`config.mk`:
```
export PLATFORM = sky130hd
export DESIGN_NAME = alu_mul_sequencer
export DESIGN_NICKNAME = d
export VERILOG_FILES = /design/src/rtl/alu_mul_sequencer.sv
export SDC_FILE = /design/constraint.sdc
export NUM_CORES = 1
export LEC_CHECK = 0
export CORE_AREA = 2 2 39 41
export CTS_CLUSTER_DIAMETER = 120
export DETAILED_ROUTE_END_ITERATION = 7
export DIE_AREA = 0 0 41 43
export DONT_BUFFER_PORTS = 1
export PLACE_DENSITY = 0.5
export SLEW_MARGIN = 20
export SYNTH_ARGS = -nofsm -noshare
export SYNTH_HDL_FRONTEND = slang
export SYNTH_SLANG_ARGS = --single-unit
```
`constraint.sdc`:
```
create_clock -name clk_i -period 1.7 [get_ports clk_i]
set_input_delay 0.17 -clock clk_i [delete_from_list [all_inputs] [get_ports clk_i]]
set_output_delay 0.17 -clock clk_i [all_outputs]
set_load 0.05 [all_outputs]
```
`src/rtl/alu_mul_sequencer.sv`:
```
// alu_mul_sequencer: execute-stage controller for the multi-cycle multiply path.
// Non-multiply ALU ops pass through in one cycle. A multiply (ALUCtrl_i == 3'b011)
// pulses mul_start_o, holds stall_o for MUL_LAT cycles and then strobes mul_done_o
// for one cycle so EX/MEM can capture the product.
// Optional feature macro: ALU_MUL_SEQ_PERF_CNT_EN adds the 32-bit perf_stall_o
// stall-cycle counter.
//
// Handshake: there is no ready/valid back-pressure here. valid_i qualifies
// ALUCtrl_i in IDLE only. stall_o freezes the front of the pipeline, so the
// inputs are ignored while BUSY. mul_done_o is a one-cycle strobe with no
// acknowledge. flush_i overrides everything in every state.
module alu_mul_sequencer #(
  parameter int MUL_LAT = 4,
  parameter int CNT_W   = 3
) (
  input  logic        clk_i,
  input  logic        rst_i,
  input  logic        valid_i,
  input  logic [2:0]  ALUCtrl_i,
  input  logic        flush_i,
  output logic        stall_o,
  output logic        mul_start_o,
  output logic        mul_done_o,
  output logic        busy_o
`ifdef ALU_MUL_SEQ_PERF_CNT_EN
  ,
  output logic [31:0] perf_stall_o
`endif
);

  typedef enum logic [1:0] {
    IDLE = 2'd0,
    BUSY = 2'd1,
    DONE = 2'd2
  } state_t;

  // The start cycle is one stall cycle and the last BUSY cycle (cnt == 0) is
  // another, so the counter covers the remaining MUL_LAT-2 cycles.
  localparam logic [CNT_W-1:0] CNT_LOAD = CNT_W'(MUL_LAT - 2);

  state_t           state;
  logic [CNT_W-1:0] cnt;
  logic             done_q;
  logic             busy_q;
  logic             is_mul;
  logic             start_req;

  // Decode the multiply request that may be accepted from IDLE this cycle.
  always_comb begin
    is_mul    = (ALUCtrl_i == 3'b011);
    start_req = (state == IDLE) && valid_i && is_mul;
  end

  // Stall and start react combinationally in IDLE. Flush and reset both mask them.
  always_comb begin
    mul_start_o = rst_i && !flush_i && start_req;
    stall_o     = rst_i && !flush_i && (start_req || (state == BUSY));
    mul_done_o  = done_q && !flush_i;
    busy_o      = busy_q;
  end

  // Sequencer FSM: IDLE -> BUSY (latency countdown) -> DONE -> IDLE, with
  // registered done and busy flags.
  always_ff @(posedge clk_i or negedge rst_i) begin
    if (!rst_i) begin
      state  <= IDLE;
      cnt    <= '0;
      done_q <= 1'b0;
      busy_q <= 1'b0;
    end else if (flush_i) begin
      state  <= IDLE;
      cnt    <= '0;
      done_q <= 1'b0;
      busy_q <= 1'b0;
    end else begin
      case (state)
        IDLE: begin
          done_q <= 1'b0;
          if (valid_i && is_mul) begin
            state  <= BUSY;
            cnt    <= CNT_LOAD;
            busy_q <= 1'b1;
          end else begin
            busy_q <= 1'b0;
          end
        end
        BUSY: begin
          busy_q <= 1'b1;
          if (cnt == '0) begin
            state  <= DONE;
            done_q <= 1'b1;
          end else begin
            cnt    <= cnt - 1'b1;
            done_q <= 1'b0;
          end
        end
        DONE: begin
          state  <= IDLE;
          done_q <= 1'b0;
          busy_q <= 1'b0;
        end
        default: begin
          state  <= IDLE;
          cnt    <= '0;
          done_q <= 1'b0;
          busy_q <= 1'b0;
        end
      endcase
    end
  end

`ifdef ALU_MUL_SEQ_PERF_CNT_EN
  logic [31:0] perf_cnt;

  // Count every stall cycle. The count wraps naturally and only reset clears it.
  always_ff @(posedge clk_i or negedge rst_i) begin
    if (!rst_i) begin
      perf_cnt <= '0;
    end else if (stall_o) begin
      perf_cnt <= perf_cnt + 32'd1;
    end
  end

  assign perf_stall_o = perf_cnt;
`endif

endmodule

```
# Word-level counts from Yosys, hierarchy flattened
# Index checks and enable logic that the tools add are counted.
dict set report totals {
  register_bits 7
  input_bits 7
  output_inout_bits 4
  word_cells 39
}
dict set report op_classes {
  n_addsub 1
  eq_ne 7
  n_mux 14
  n_reduce_logical 13
}
# op count
set ops {}
lappend ops {{$mux 3} 3}
lappend ops {{$pmux 3 s3} 1}
lappend ops {{$logic_and 1x1->1} 7}
lappend ops {{$mux 2} 3}
lappend ops {{$ne 3x2->1 const B} 2}
lappend ops {{$mux 1} 5}
lappend ops {{$pmux 2 s2} 1}
lappend ops {{$eq 3x2->1 const B} 1}
lappend ops {{$logic_not 3->1} 1}
lappend ops {{$ne 3x3->1 const B} 1}
lappend ops {{$reduce_and 3->1} 1}
lappend ops {{$sub 3x1->3 const B} 1}
lappend ops {{$eq 2x1->1 const B} 1}
lappend ops {{$eq 2x2->1 const B} 1}
lappend ops {{$logic_not 2->1} 1}
lappend ops {{$ne 2x2->1 const B} 1}
lappend ops {{$pmux 1 s2} 1}
lappend ops {{$reduce_and 2->1} 1}
lappend ops {{$logic_not 1->1} 1}
lappend ops {{$logic_or 1x1->1} 1}

# Depth between registers and ports, before layout
# Gate-level depths: netlist of the first run.
dict set report depth {
  word_depth 5
  depth_mapped 7
  mapped_depth_nobuf 6
}

# Least setup slack after synthesis of the first run
# OpenSTA, ideal clock, no wires.
dict set report synth_path {
  path_type {reg-to-output}
  startpoint {register state[1]}
  endpoint {output port mul_start_o}
  arrival_ps 1705
  t_required_ps 1530
  setup_slack_ps -175
  stages_incl_launch_ff 4
  n_path_buf 0
  path_cell_list {dfrtp_1 nor2_1 nand2_1 nor3_1}
}
dict set report synth_via {
  elab_chain_cells 4
}
# element line_no
set synth_rtl {}
lappend synth_rtl {{start, declared} 41} ;# state_t state;
lappend synth_rtl {{start signal, assigned} 66} ;# state <= IDLE;
lappend synth_rtl {{start signal, assigned} 71} ;# state <= IDLE;
lappend synth_rtl {{start signal, assigned} 80} ;# state <= BUSY;
lappend synth_rtl {{$logic_not 2->1} 51} ;# start_req = (state == IDLE) && valid_i && is_mul;
lappend synth_rtl {{$logic_and 1x1->1 (2 in series)} 51}
lappend synth_rtl {{$logic_and 1x1->1} 56} ;# mul_start_o = rst_i && !flush_i && start_req;
lappend synth_rtl {{end, declared} 22} ;# output logic mul_start_o,
# No other way between the ends.

# Final worst setup path of the first run
# Ends and elaborated chain as after synthesis.

==> results.md, run 1 <==
- Run status: finished clean
- HPWL after DPL: 643 µm
- Clock tree sinks: 7
- Net switching power: 0.0818 mW
- Drt first-iter violations: 7
- Reg2reg path depth: 6
- CTS buffer count: 3
- Post-CTS Hold Buffers: 2
- Flop2flop setup slack: 0.23 ns
- Share of post-route cells with drive strength above 1: 0.208
- Layout net count: 58
- First-pass detailed-route iteration total: 2
- Area growth, synth to finish: 18.7%
- Number of buffers inserted by post-CTS setup repair: 0
- Chip width: 41 µm
- Syn nets: 50
- Largest net degree at the start of global routing: 12
- Number of hold-slack violations in the final timing report: 0
- Cell-internal power: 0.275 mW
- Hold WC Path Type: in2reg
- Worst reg2reg startpoint: cnt[1]
- Pin slew with the least headroom to its limit: 0.442 ns
- Switching power as a share of total power: 0.230
- IR drop worst, VDD: 0.359 mV
- Placed cell area: 447 µm²
- Initial core utilization: 0.300
- Number of port buffers: 0
- Most common cell after layout, fill and taps aside: dfrtp_1
- Max Buffers Root-to-Sink: 2
- Post-cts repair resize count: 0
- Category of the most critical setup path: reg2out
- Logic pwr share: 0.100
- Antenna cells: 0
- Crit end category: primary output
- Via density: 5.05
- Seq pwr share: 0.491
- Standard cell core area: 1380 µm²
- Antenna violations before repair: 0
- Post-route ant nets: 0
- Critical-path maximum fanout: 6
- Total Wirelength: 857 µm
- Sequential share of the synthesized area: 0.422
- Cell leakage power: 0.235 nW
- Fin Clk Skew: 0.00493 ns
- FF-to-FF End: cnt[1]
- Filler Cell Count: 147
- Setup repair after global routing missed its margin: no
- Aggregate global routing overflow: 0
- Total power draw: 0.356 mW
- H-tree lvl count: 1
- Critical Path Start Type: flip-flop
- Routability-driven placement congestion ratio: 0.763
- Synth warn: 0
- Utilization after layout: 0.356
- Number of global-route vias before repair: 345
- Total setup violations reported at the end of the flow: 0
- Synth Cell Area: 415 µm²
- WL/cell: 13.4 µm
- Cell count of the worst hold path: 2
- Min-Delay Endpoint: cnt[2]
- Post-Layout Inst Area: 493 µm²
- Cell Rows: 14
- Start point of the worst min-delay path: flush_i
- Period utilization: 0.892
- Final-report max-slew violation count: 0
- Clk_lat worst skew: 0.25 ns
- Max-slew headroom at the worst pin: 0.705
- Pwr Density: 723 nW/µm²
- DRC violations left: 0
- Crit path time final: 1.52 ns
- Reported max-cap violation count: 0
- Die area: 1760 µm²
- Global-route total usage across every layer: 0.126
- Number of distinct library cells after synthesis: 21
- Flip-flop and latch count after synthesis: 7
- Vias after detailed routing: 323
- CTS tree: built
- Setup TNS: 0 ns
- Arrival time of the worst setup path: 1.35 ns
- Commonest cells after routing, fill and taps aside: 7 x dfrtp_1, 5 x nor2_1
- Clock tree root buffer cell: clkbuf_4
- Share of power burned in the clock network: 0.409
- Y dimension of the die: 43 µm
- CTS clk-pin slew, worst paths: 0.05 ns
- Worst path required time: 1.53 ns
- Mean post-synth cell area: 10.1 µm²
- I/O pin cnt: 11
- Timing-limited maximum frequency: 659 MHz
- Gate Count Post-Synth: 41
- First-pass GRT wire length: 1420 µm
-- synthesized netlist by cell type --
master    n  area [µm²]
nor4b_2   1        15.0
buf_2     1        5.00
xor2_1    1        8.76
nor3_1    4        20.0
and4b_1   1        10.0
o21ai_0   1        5.00
dfrtp_1   7         175
o211a_1   1        10.0
nor2_1    5        18.8
a21oi_1   1        5.00
buf_6     1        11.3
o22ai_1   2        12.5
nand2_1   2        7.51
mux2_2    1        11.3
or3b_1    1        8.76
nand4b_4  1        23.8
and3_1    2        12.5
inv_1     3        11.3
nor2b_1   1        6.26
or3_1     2        12.5
ha_1      2        25.0
-- worst max-delay path by stage --
stage / from / endpoint / slack (ns) / depth (start not counted)
floorplan: state[1] / stall_o / 0.23 / 3
finish: state[1] / mul_start_o / 0.18 / 4
detailed placement: cnt[0] / cnt[1] / 0.24 / 5
global route: state[1] / mul_start_o / 0.06 / 4
global placement: cnt[0] / cnt[1] / 0.28 / 5
CTS: state[1] / mul_start_o / 0.17 / 4
-- logic make-up (layout without fill, tap and decap cells) --
group,count (synthesis),count (layout),synth area share
AO/OA/AOI/OAI,5,5,0.0783
multiplexers,1,1,0.0271
adder cells (fa/ha/maj),2,2,0.0602
XOR/XNOR,1,1,0.0211
AND/OR/NAND/NOR,20,20,0.325
buffers and inverters,5,12,0.0662
flip-flops,7,7,0.422
-- area by class of cell --
cell class,instances,area (µm²),area share
Inverter,3,11.3,0.0228
Sequential cell,7,175,0.355
Timing Repair Buffer,5,42.5,0.0863
Multi-Input combinational cell,29,218,0.442
Clock buffer,4,26.3,0.0533
Tap cell,16,20.0,0.0406
-- through the flow --
stage,instances,setup slack [ns],hold WS (ns)
after CTS,64,0.170,0.115
final,64,0.183,0.131
after global placement,58,0.275,-0.125
after floorplan,41,0.233,-0.126
after global routing,64,0.0564,0.143
after detailed placement,58,0.244,-0.125
-- power groups by stage --
stage | sequential [mW] | clock (mW) | combinational, mW
floorplan | 0.176 | 0 | 0.0250
global placement | 0.178 | 0 | 0.0268
detailed placement | 0.178 | 0 | 0.0275
CTS | 0.175 | 0.156 | 0.0357
global route | 0.175 | 0.162 | 0.0398
finish | 0.175 | 0.146 | 0.0356
-- registers in the layout, summed over array words and instances, names as in the netlist --
signal  count
state       2
cnt         3
done_q      1
busy_o      1
-- critical path, stage by stage (launching register included) --
cell and delay (ns):
dfrtp_1 0.43, nor2_1 0.18, nand2_1 0.11, nor3_2 0.17
buf_4 0.22
-- routing by layer --
metal,vias to the layer above,track usage,routed length (µm)
li1,159,-,-
met1,153,0.168,397
met2,9,0.163,389
met3,2,0.0314,61
met4,0,0.100,8
met5,-,0,0
Power figures use the tool's default switching activity.
==> run 2, diff against run 1 <==
- GPL_ROUTABILITY_DRIVEN: not set -> 0
==> results of run 2 <==
Same layout as run 1: the final DEF is identical, and so are final timing and power.
==> run 3, diff against run 2 <==
- ABC_AREA: not set -> 1
- PLACE_DENSITY: 0.5 -> 0.49
==> run 3 against run 2 <==
  * Critical path depth unchanged
  * Fmax increased by 2.9%
  * Highest routed layer unchanged
  * Non-clock buffer count decreased by 1
  * Sequential power increased by 3%
  * Worst hold slack improved by 0.011 ns
  * Synthesized area decreased by 2.1%
  * Final area decreased by 0.25%
  * Largest power group unchanged
  * Final cell count increased by 23%
  * Synthesized cell count increased by 34%
  * Critical path type unchanged
==> results.md, run 3 <==
- Run status: finished clean
- Total power draw: 0.381 mW
- Max Buffers Root-to-Sink: 2
- Fin Clk Skew: 0.00234 ns
- Clock tree root buffer cell: clkbuf_4
- Instance count after placement with tap cells included: 74
- Number of port buffers: 0
- Worst reg2reg startpoint: cnt[0]
- Filler Cell Count: 148
- Area growth, synth to finish: 20.9%
- Pwr Density: 775 nW/µm²
- Category of the most critical setup path: reg2out
- Vias after detailed routing: 334
- DRC violations left: 0
- Synth warn: 0
- Pin slew with the least headroom to its limit: 0.437 ns
- Period utilization: 0.867
- Start point of the worst min-delay path: flush_i
- Cells taking the most area after synthesis: dfrtp_1 43%, nand2_1 13%, inv_1 12%
- Gate Count Post-Synth: 55
- Number of global-route vias before repair: 289
- Leading registers by flop count: cnt x3, state x2
- CTS tree: built
- I/O pin cnt: 11
- Synth Cell Area: 407 µm²
- Crit path time final: 1.47 ns
- Buffers & Inverters on Critical Path: 1
- Timing-limited maximum frequency: 678 MHz
- Crit path cell chain: nor2_2, nand2_1, nor2_1, buf_4
- Reported max-cap violation count: 0
- Largest delay share family, worst path: simple AND/OR/NAND/NOR gates
- Global-route total usage across every layer: 0.105
- Critical path's largest stage delay: 0.40 ns
- Total Wirelength: 736 µm
- Share of post-route cells with drive strength above 1: 0.238
- Number of hold-slack violations in the final timing report: 0
- Most common flop cell mapped by yosys: dfrtp_1
- Number of distinct library cells after synthesis: 12
- Antenna violations before repair: 0
- CTS buffer count: 3
- Most flops, register: cnt
- Most numerous cell in the Yosys netlist: nand2_1
- Placed cell area: 455 µm²
- Proportion of register bits with asynchronous set or reset after synthesis: 1.00
- Top cell type's share of synthesized area: 0.431
- Final-report max-slew violation count: 0
- Flip-flop and latch count after synthesis: 7
- Arrival time of the worst setup path: 1.30 ns
- Layout net count: 73
- Antenna cells: 0
- Initial core utilization: 0.294
- Syn nets: 64
- Library cell contributing the largest single delay on the critical path: dfrtp_1
- Total setup violations reported at the end of the flow: 0
- Crit end category: primary output
- Worst slack at placement: 0.457 ns
- Cell leakage power: 0.296 nW
- Post-route ant nets: 0
- Worst path required time: 1.53 ns
- First-pass GRT wire length: 1180 µm
- IR drop worst, VDD: 0.353 mV
- H-tree lvl count: 1
- CTS clk-pin slew, worst paths: 0.05 ns
- Sequential share of the synthesized area: 0.431
- Worst hold slack across all endpoints: 0.142 ns
- Post-Layout Inst Area: 492 µm²
- Number of flops mapped to enable cells by yosys: 0
- Critical Path Start Type: flip-flop
- First-pass detailed-route iteration total: 4
- Cell type contributing the most total cell area after synthesis: dfrtp_1
- Max-slew headroom at the worst pin: 0.709
- Standard cell core area: 1380 µm²
- HPWL after DPL: 564 µm
- Clk_lat worst skew: 0.25 ns
- Most common cell after layout, fill and taps aside: nand2_1
- Mean post-synth cell area: 7.39 µm²
- WL/cell: 9.32 µm
- Aggregate global routing overflow: 0
- Setup repair after global routing missed its margin: no
- Area of combinational cells with multiple inputs: 181 µm²
- Source of the critical timing path: state[1]
- Drt first-iter violations: 5
- Largest net degree at the start of global routing: 8
- Critical-path maximum fanout: 4
- Y dimension of the die: 43 µm
- Utilization after layout: 0.355
- Die area: 1760 µm²
- Via density: 4.23
- Cell Rows: 14
- Number of flip-flops under the largest register name: 3
- Hold WC Path Type: in2reg
- Post-cts repair resize count: 0
- Area occupied by registers: 175 µm²
- Setup TNS: 0 ns
- Commonest cells after routing, fill and taps aside: 14 x nand2_1, 13 x inv_1, 7 x dfrtp_1, 6 x nor2_1
- Number of standard cells in the layout, taps in and fillers out: 79
- Minimum setup slack in the final design: 0.225 ns
- Chip width: 41 µm
- Synth top cells by count: 14 x nand2_1, 13 x inv_1, 7 x dfrtp_1
- Clock tree sinks: 7
==> run 3: final cells by class <==
cell class | instances | share of cell area
Tap cell | 16 | 0.0407
Timing Repair Buffer | 4 | 0.0662
Clock buffer | 4 | 0.0534
Sequential cell | 7 | 0.356
Multi-Input combinational cell | 33 | 0.369
Inverter | 15 | 0.115
==> run 3: path summary, 6_finish.rpt <==
path,slack [ns],to,depth (start not counted)
worst max-delay path,0.23,stall_o,4
worst min-delay path,0.14,state[1],3
worst max register to register,0.45,cnt[2],7
worst min register to register,0.47,cnt[1],2
max in group asynchronous,1.18,busy_o,1
min in group asynchronous,0.26,cnt[0],1
==> run 3: kinds of logic after synthesis <==
family          after synthesis  synth area share
buf+inv                      15             0.138
compound gates                1            0.0123
fa+ha+maj                     2            0.0615
simple gates                 30             0.357
flops                         7             0.431
==> run 3: worst register-to-register path, cell delays in order (launching register included) <==
cell	delay, ns
dfrtp_1	0.36
inv_1	0.05
ha_1	0.19
ha_1	0.20
nand3_2	0.12
nand3_2	0.11
nand2_1	0.07
nand2_1	0.05
==> run 3: repair_timing <==
item                                   in CTS  in global routing
endpoints found under the hold margin       7                  0
setup endpoints to repair                   0                  0
buffers inserted                            0                  0
hold buffers                                1                  0
==> run 3: per-layer routing <==
| metal | vias up | global-route usage | wire, µm |
|---|---|---|---|
| met4 | 0 | 0.0800 | 12 |
| met3 | 2 | 0.0471 | 46 |
| met5 | - | 0 | 0 |
| met1 | 145 | 0.118 | 355 |
| li1 | 179 | - | - |
| met2 | 8 | 0.147 | 322 |
==> run 3: where the power goes <==
part           internal (mW)  switching (mW)
combinational         0.0182          0.0326
clock                 0.0894          0.0592
sequential             0.174         0.00763
